`src/rtl/corr_pkg.sv`:
```
// corr_pkg: shared correlator constants and packet type.
//   PKT_BYTES     default bytes per packet
//   BYTE_W        width of one byte lane
//   PKTFIFO_DEPTH packet FIFO capacity; the register block reports this value
//   pkt_t         one whole packet, byte0 in the low lane
package corr_pkg;
    localparam int PKT_BYTES     = 8;
    localparam int BYTE_W        = 8;
    localparam int PKTFIFO_DEPTH = 10;
    typedef logic [BYTE_W*PKT_BYTES-1:0] pkt_t;
endpackage

```
`src/rtl/pkt_fifo_mem.sv`:
```
// pkt_fifo_mem: DEPTH x packet storage, one write port, one async byte-select read port.
//   i_clk     in   clock
//   i_we      in   write enable (already qualified by clock gate and flush)
//   i_wrAddr  in   slot to write
//   i_wrData  in   packet to store
//   i_rdAddr  in   slot to read
//   i_byteSel in   byte lane of the read slot
//   o_rdData  out  selected byte, combinational
module pkt_fifo_mem import corr_pkg::*; #(
    parameter int DEPTH = PKTFIFO_DEPTH,
    parameter int NBYTES = corr_pkg::PKT_BYTES,
    parameter int AW = $clog2(DEPTH),
    parameter int BW = $clog2(NBYTES)
) (
    input  logic                     i_clk,
    input  logic                     i_we,
    input  logic [AW-1:0]            i_wrAddr,
    input  logic [BYTE_W*NBYTES-1:0] i_wrData,
    input  logic [AW-1:0]            i_rdAddr,
    input  logic [BW-1:0]            i_byteSel,
    output logic [BYTE_W-1:0]        o_rdData
);
    logic [BYTE_W*NBYTES-1:0] mem [DEPTH];

    always_ff @(posedge i_clk) begin
        if (i_we) mem[i_wrAddr] <= i_wrData;
    end

    assign o_rdData = mem[i_rdAddr][i_byteSel*BYTE_W +: BYTE_W];
endmodule

```
`src/rtl/pkt_fifo.sv`:
```
// pkt_fifo: packet-in, byte-out FIFO; drops (and flags) pushes that find it full.
//   i_clk, i_rst_n  clock, async active-low reset
//   i_cg            clock-gate enable; low holds all state
//   i_pkt_data      packet, byte0 = [7:0] leaves first
//   i_pkt_valid     push strobe
//   i_pop           consume head byte
//   i_flush         discard everything (beats push/pop)
//   o_data          head byte, combinational from storage
//   o_empty/o_full  decoded from the registered packet count
//   o_nPkts         packets stored, partially read head included
//   o_overflow      registered pulse: a push was dropped
//   o_nDropped      saturating drop count, only with PKT_FIFO_DROPCOUNT_EN defined
module pkt_fifo import corr_pkg::*; #(
    parameter int DEPTH = PKTFIFO_DEPTH,
    parameter int PKT_BYTES = corr_pkg::PKT_BYTES,
    localparam int AW = $clog2(DEPTH),
    localparam int BW = $clog2(PKT_BYTES),
    localparam int CW = $clog2(DEPTH+1)
) (
    input  logic                        i_clk,
    input  logic                        i_rst_n,
    input  logic                        i_cg,
    input  logic [BYTE_W*PKT_BYTES-1:0] i_pkt_data,
    input  logic                        i_pkt_valid,
    input  logic                        i_pop,
    input  logic                        i_flush,
    output logic [BYTE_W-1:0]           o_data,
    output logic                        o_empty,
    output logic                        o_full,
    output logic [CW-1:0]               o_nPkts,
    output logic                        o_overflow
`ifdef PKT_FIFO_DROPCOUNT_EN
   ,output logic [7:0]                  o_nDropped
`endif
);
    logic [AW-1:0] wrPtr, rdPtr;
    logic [BW-1:0] byteIdx;
    logic [CW-1:0] nPkts;
    logic doPop, popPkt, doPush, drop;

    assign o_empty = nPkts == '0;
    assign o_full  = nPkts == CW'(DEPTH);
    assign o_nPkts = nPkts;
    assign doPop   = i_pop && !o_empty;
    assign popPkt  = doPop && byteIdx == BW'(PKT_BYTES-1);
    // Finishing the head packet this cycle frees its slot for a same-cycle push.
    assign doPush  = i_pkt_valid && (!o_full || popPkt);
    assign drop    = i_pkt_valid && !doPush;

    always_ff @(posedge i_clk or negedge i_rst_n) begin
        if (!i_rst_n) begin
            wrPtr      <= '0;
            rdPtr      <= '0;
            byteIdx    <= '0;
            nPkts      <= '0;
            o_overflow <= 1'b0;
        end else if (i_cg) begin
            if (i_flush) begin
                wrPtr      <= '0;
                rdPtr      <= '0;
                byteIdx    <= '0;
                nPkts      <= '0;
                o_overflow <= 1'b0;
            end else begin
                if (doPush) wrPtr <= wrPtr == AW'(DEPTH-1) ? '0 : wrPtr + 1'b1;
                if (popPkt) rdPtr <= rdPtr == AW'(DEPTH-1) ? '0 : rdPtr + 1'b1;
                if (doPop) byteIdx <= popPkt ? '0 : byteIdx + 1'b1;
                nPkts      <= nPkts + CW'(doPush) - CW'(popPkt);
                o_overflow <= drop;
            end
        end
    end

`ifdef PKT_FIFO_DROPCOUNT_EN
    always_ff @(posedge i_clk or negedge i_rst_n) begin
        if (!i_rst_n) o_nDropped <= '0;
        else if (i_cg) o_nDropped <= i_flush ? '0 : (drop && o_nDropped != 8'hFF) ? o_nDropped + 1'b1 : o_nDropped;
    end
`endif

    pkt_fifo_mem #(.DEPTH(DEPTH), .NBYTES(PKT_BYTES)) uMem (
        .i_clk    (i_clk),
        .i_we     (i_cg && !i_flush && doPush),
        .i_wrAddr (wrPtr),
        .i_wrData (i_pkt_data),
        .i_rdAddr (rdPtr),
        .i_byteSel(byteIdx),
        .o_rdData (o_data)
    );
endmodule
```
`config.mk`:
```
export PLATFORM = sky130hd
export DESIGN_NAME = pkt_fifo
export DESIGN_NICKNAME = d
export VERILOG_FILES = /design/src/rtl/corr_pkg.sv /design/src/rtl/pkt_fifo_mem.sv /design/src/rtl/pkt_fifo.sv
export SDC_FILE = /design/constraint.sdc
export NUM_CORES = 1
export LEC_CHECK = 0
export CAP_MARGIN = 20
export CORE_ASPECT_RATIO = 1.25
export CORE_MARGIN = 2
export CORE_UTILIZATION = 45
export DETAILED_ROUTE_END_ITERATION = 10
export GPL_ROUTABILITY_DRIVEN = 0
export PLACE_DENSITY_LB_ADDON = 0.15
export SLEW_MARGIN = 10
export SYNTH_ARGS = -nofsm -noshare
export SYNTH_HDL_FRONTEND = slang
export SYNTH_SLANG_ARGS = --single-unit
```
`constraint.sdc`:
```
create_clock -name i_clk -period 8.6 [get_ports i_clk]
set_clock_uncertainty 0.2 [all_clocks]
set_input_delay 0.86 -clock i_clk [delete_from_list [all_inputs] [get_ports i_clk]]
set_output_delay 0.86 -clock i_clk [all_outputs]
set_load 0.02 [all_outputs]
```
==> results.json <==
{
  "outcome": "complete, no violations",
  "drive_gt1_share_pct": 21.9,
  "synthFlopType": "edfxtp_1",
  "htreeDepth": 2,
  "hp-class": "reg -> reg",
  "final_common_cell": "edfxtp_1",
  "postCtsSetupRepairBufs": 0,
  "crit_arrival_ns": 4.45,
  "syn_to_final_growth_pct": 13.8,
  "peakVddDrop_uv": 167,
  "synth_cell_type_count": 62,
  "layout_setup_ws_ns": 3.09,
  "antenna_found_initial": 1,
  "cts-hold-fix-buffers": 0,
  "num-fill-cells": 4473,
  "timing_worst_setup_path_type": "reg -> out",
  "clockRootBuffer": "clkbuf_16",
  "setup_viol": 0,
  "crit_chain": "buf_12, mux4_2, mux2i_1, o211ai_1, a2111oi_1, o311ai_1, clkdlybuf4s50_1",
  "worst-path-max-fanout": 86,
  "ant_nets": 0,
  "nNetsFinal": 1406,
  "netlist_instances": 1212,
  "cts.sinks": 656,
  "slowest_stage": "dfrtp_4",
  "io_buffer_count": 84,
  "drtIter0Drc": 1165,
  "tightestPinTransition_ns": 0.969,
  "yosys_warnings": 0,
  "critPathLaunchType": "flop",
  "hold_viol_final": 0,
  "fin_crit_ns": 5.51,
  "drc": 0,
  "ios": 85,
  "layout_common_cells": "edfxtp_1, mux4_2, clkdlybuf4s50_1",
  "worstPathRequired_ns": 7.54,
  "clockBufferDepth": 3,
  "numCtsBuffers": 61,
  "critPathCaptureType": "output port",
  "dieArea_sq_um": 58800,
  "rsz0062_at_grt": "false",
  "final_cells": 2114,
  "path_clk_slew_ns": 0.06,
  "wirelength_um": 61400,
  "max_freq_mhz": 181,
  "synth_area_sq_um": 25600,
  "power.leakage_uw": 0.00893,
  "place_ws_ns": 3.54,
  "grt_max_degree": 87,
  "final-seq-area_sq_um": 19600,
  "ctsResizeCount": 0,
  "maxSlewViolCount": 0,
  "whs_ns": 0.338,
  "synth-seq-area-share_pct": 76.7,
  "core_sq_um": 56100,
  "dp_hpwl_um": 35100,
  "multi_input_area_sq_um": 5630,
  "antennaDiodeCount": 0,
  "die_h_um": 271,
  "grt_pass1_vias": 13190,
  "finalCritPeriodShare_pct": 64.1,
  "synth-async-reset-ratio_pct": 2.44,
  "vias": 12461,
  "synth_edf_count": 640,
  "dp_cells": 2005,
  "rows": 97,
  "power_density_nw_per_um2": 246,
  "fin_setup_tns_ns": 0,
  "die_w_um": 217,
  "cpPeakStageDelay_ns": 0.78,
  "wl_per_cell_um": 29.0,
  "syn-num-nets": 1292,
  "grt_usage_pct": 21.3,
  "viasPerCell": 5.89,
  "grt_pass1_wl_um": 90400,
  "synth.avg_cell_area_sq_um": 21.1,
  "dr.pass1.iters": 5,
  "cts_tree": "done",
  "max_slew_margin_pct": 35.2,
  "synth-seq-cells": 656,
  "start_util_pct": 45.6,
  "clk_latency_ns": 0.62,
  "max-cap-violations": 0,
  "overflow": 0
}
[routing by layer]
| metal | vias to the layer above | global-route usage (%) | share of wire, % | wire (um) |
|---|---|---|---|---|
| met1 | 6708 | 28.7 | 41 | 25300 |
| met5 | - | 0 | 0.018 | 11 |
| li1 | 5295 | - | - | - |
| met4 | 2 | 4.97 | 2.0 | 1210 |
| met3 | 82 | 2.97 | 5.0 | 3060 |
| met2 | 374 | 36.9 | 52 | 31800 |
[final timing paths]
check,startpoint,end,slack (ns),depth (start not counted)
max,rdPtr[0],o_data[2],3.09,7
min,wrPtr[2],wrPtr[2],0.34,1
max reg2reg,byteIdx[2],uMem.mem[5][6],3.92,7
min reg2reg,wrPtr[2],wrPtr[2],0.34,1
max in group asynchronous,i_rst_n,rdPtr[1],7.07,1
min in group asynchronous,i_rst_n,o_nPkts[1],0.52,1
[power by group]
group          internal [uW]  switching [uW]
sequential              3540            72.6
clock                   1350            1140
combinational            460             583
total                   5360            1790
[cells by family (layout without fill, tap and decap cells)]
| group | Yosys count | in the layout | synth area share [%] |
|---|---|---|---|
| AO/OA/AOI/OAI | 116 | 116 | 3.14 |
| XOR/XNOR | 2 | 2 | 0.0685 |
| adder cells (fa/ha/maj) | 10 | 10 | 0.519 |
| buffers and inverters | 75 | 235 | 1.58 |
| flip-flops | 656 | 656 | 76.7 |
| multiplexers | 189 | 189 | 14.7 |
| AND/OR/NAND/NOR | 164 | 164 | 3.30 |
[sequential cells by signal, summed over array words and instances, names as in the netlist]
name        flops
wrPtr           4
uMem.mem      640
byteIdx         3
rdPtr           4
o_nPkts         4
o_overflow      1
[area by class of cell]
| cell class | count | share of cell area [%] |
|---|---|---|
| timing repair buffer | 114 | 3.71 |
| multi-input combinational | 481 | 19.3 |
| clock buffer | 76 | 5.44 |
| sequential | 656 | 67.5 |
| inverter | 12 | 0.155 |
| clock inverter | 33 | 0.722 |
| tap | 742 | 3.19 |
[cells in the mapped netlist, types with 3 or more instances]
cell       count  area, sq um
nor4_1         6         37.5
dfrtp_1       16          400
nand3_1       14         70.1
nand3b_1       5         37.5
inv_1         10         37.5
mux4_2       147         3310
nand2b_1      11         68.8
a2111oi_0      3         26.3
ha_1           9          113
edfxtp_1     640        19200
o211ai_1       9         67.6
nor3b_1        3         22.5
a22oi_1       12         90.1
buf_1          6         22.5
a211oi_1      13         97.6
a22o_1         3         26.3
clkbuf_1      22         82.6
o22ai_1       16          100
nor3_1        10         50.1
a21oi_1        9         45.0
o21ai_0       23          115
buf_2         22          110
nand4_1        8         50.1
and3_1         4         25.0
o31ai_1        3         22.5
mux2_2        17          191
nor2b_1       17          106
a31oi_1        3         18.8
or3_1          4         25.0
buf_6          7         78.8
buf_4          4         30.0
mux2i_1       24          240
nand2_1       42          158
nor2_1        29          109
o221ai_1       3         26.3
[worst max-delay path: cells and delay by family (launching register included)]
family | cells | cell delay, ns
mux | 2 | 0.76
buf+inv | 2 | 1.17
compound gates | 3 | 1.06
flops | 1 | 0.78
[metrics by stage]
stage / utilization, % / total power, uW / area (sq um)
floorplan: - / 4320 / 25600
finish: 51.9 / 7150 / 29100
detailed placement: 48.7 / 4740 / 27300
global placement: 48.7 / 4740 / 27300
CTS: 51.9 / 7230 / 29100
global route: 51.9 / 7400 / 29100
No activity file was read; power rests on OpenSTA's default activity.
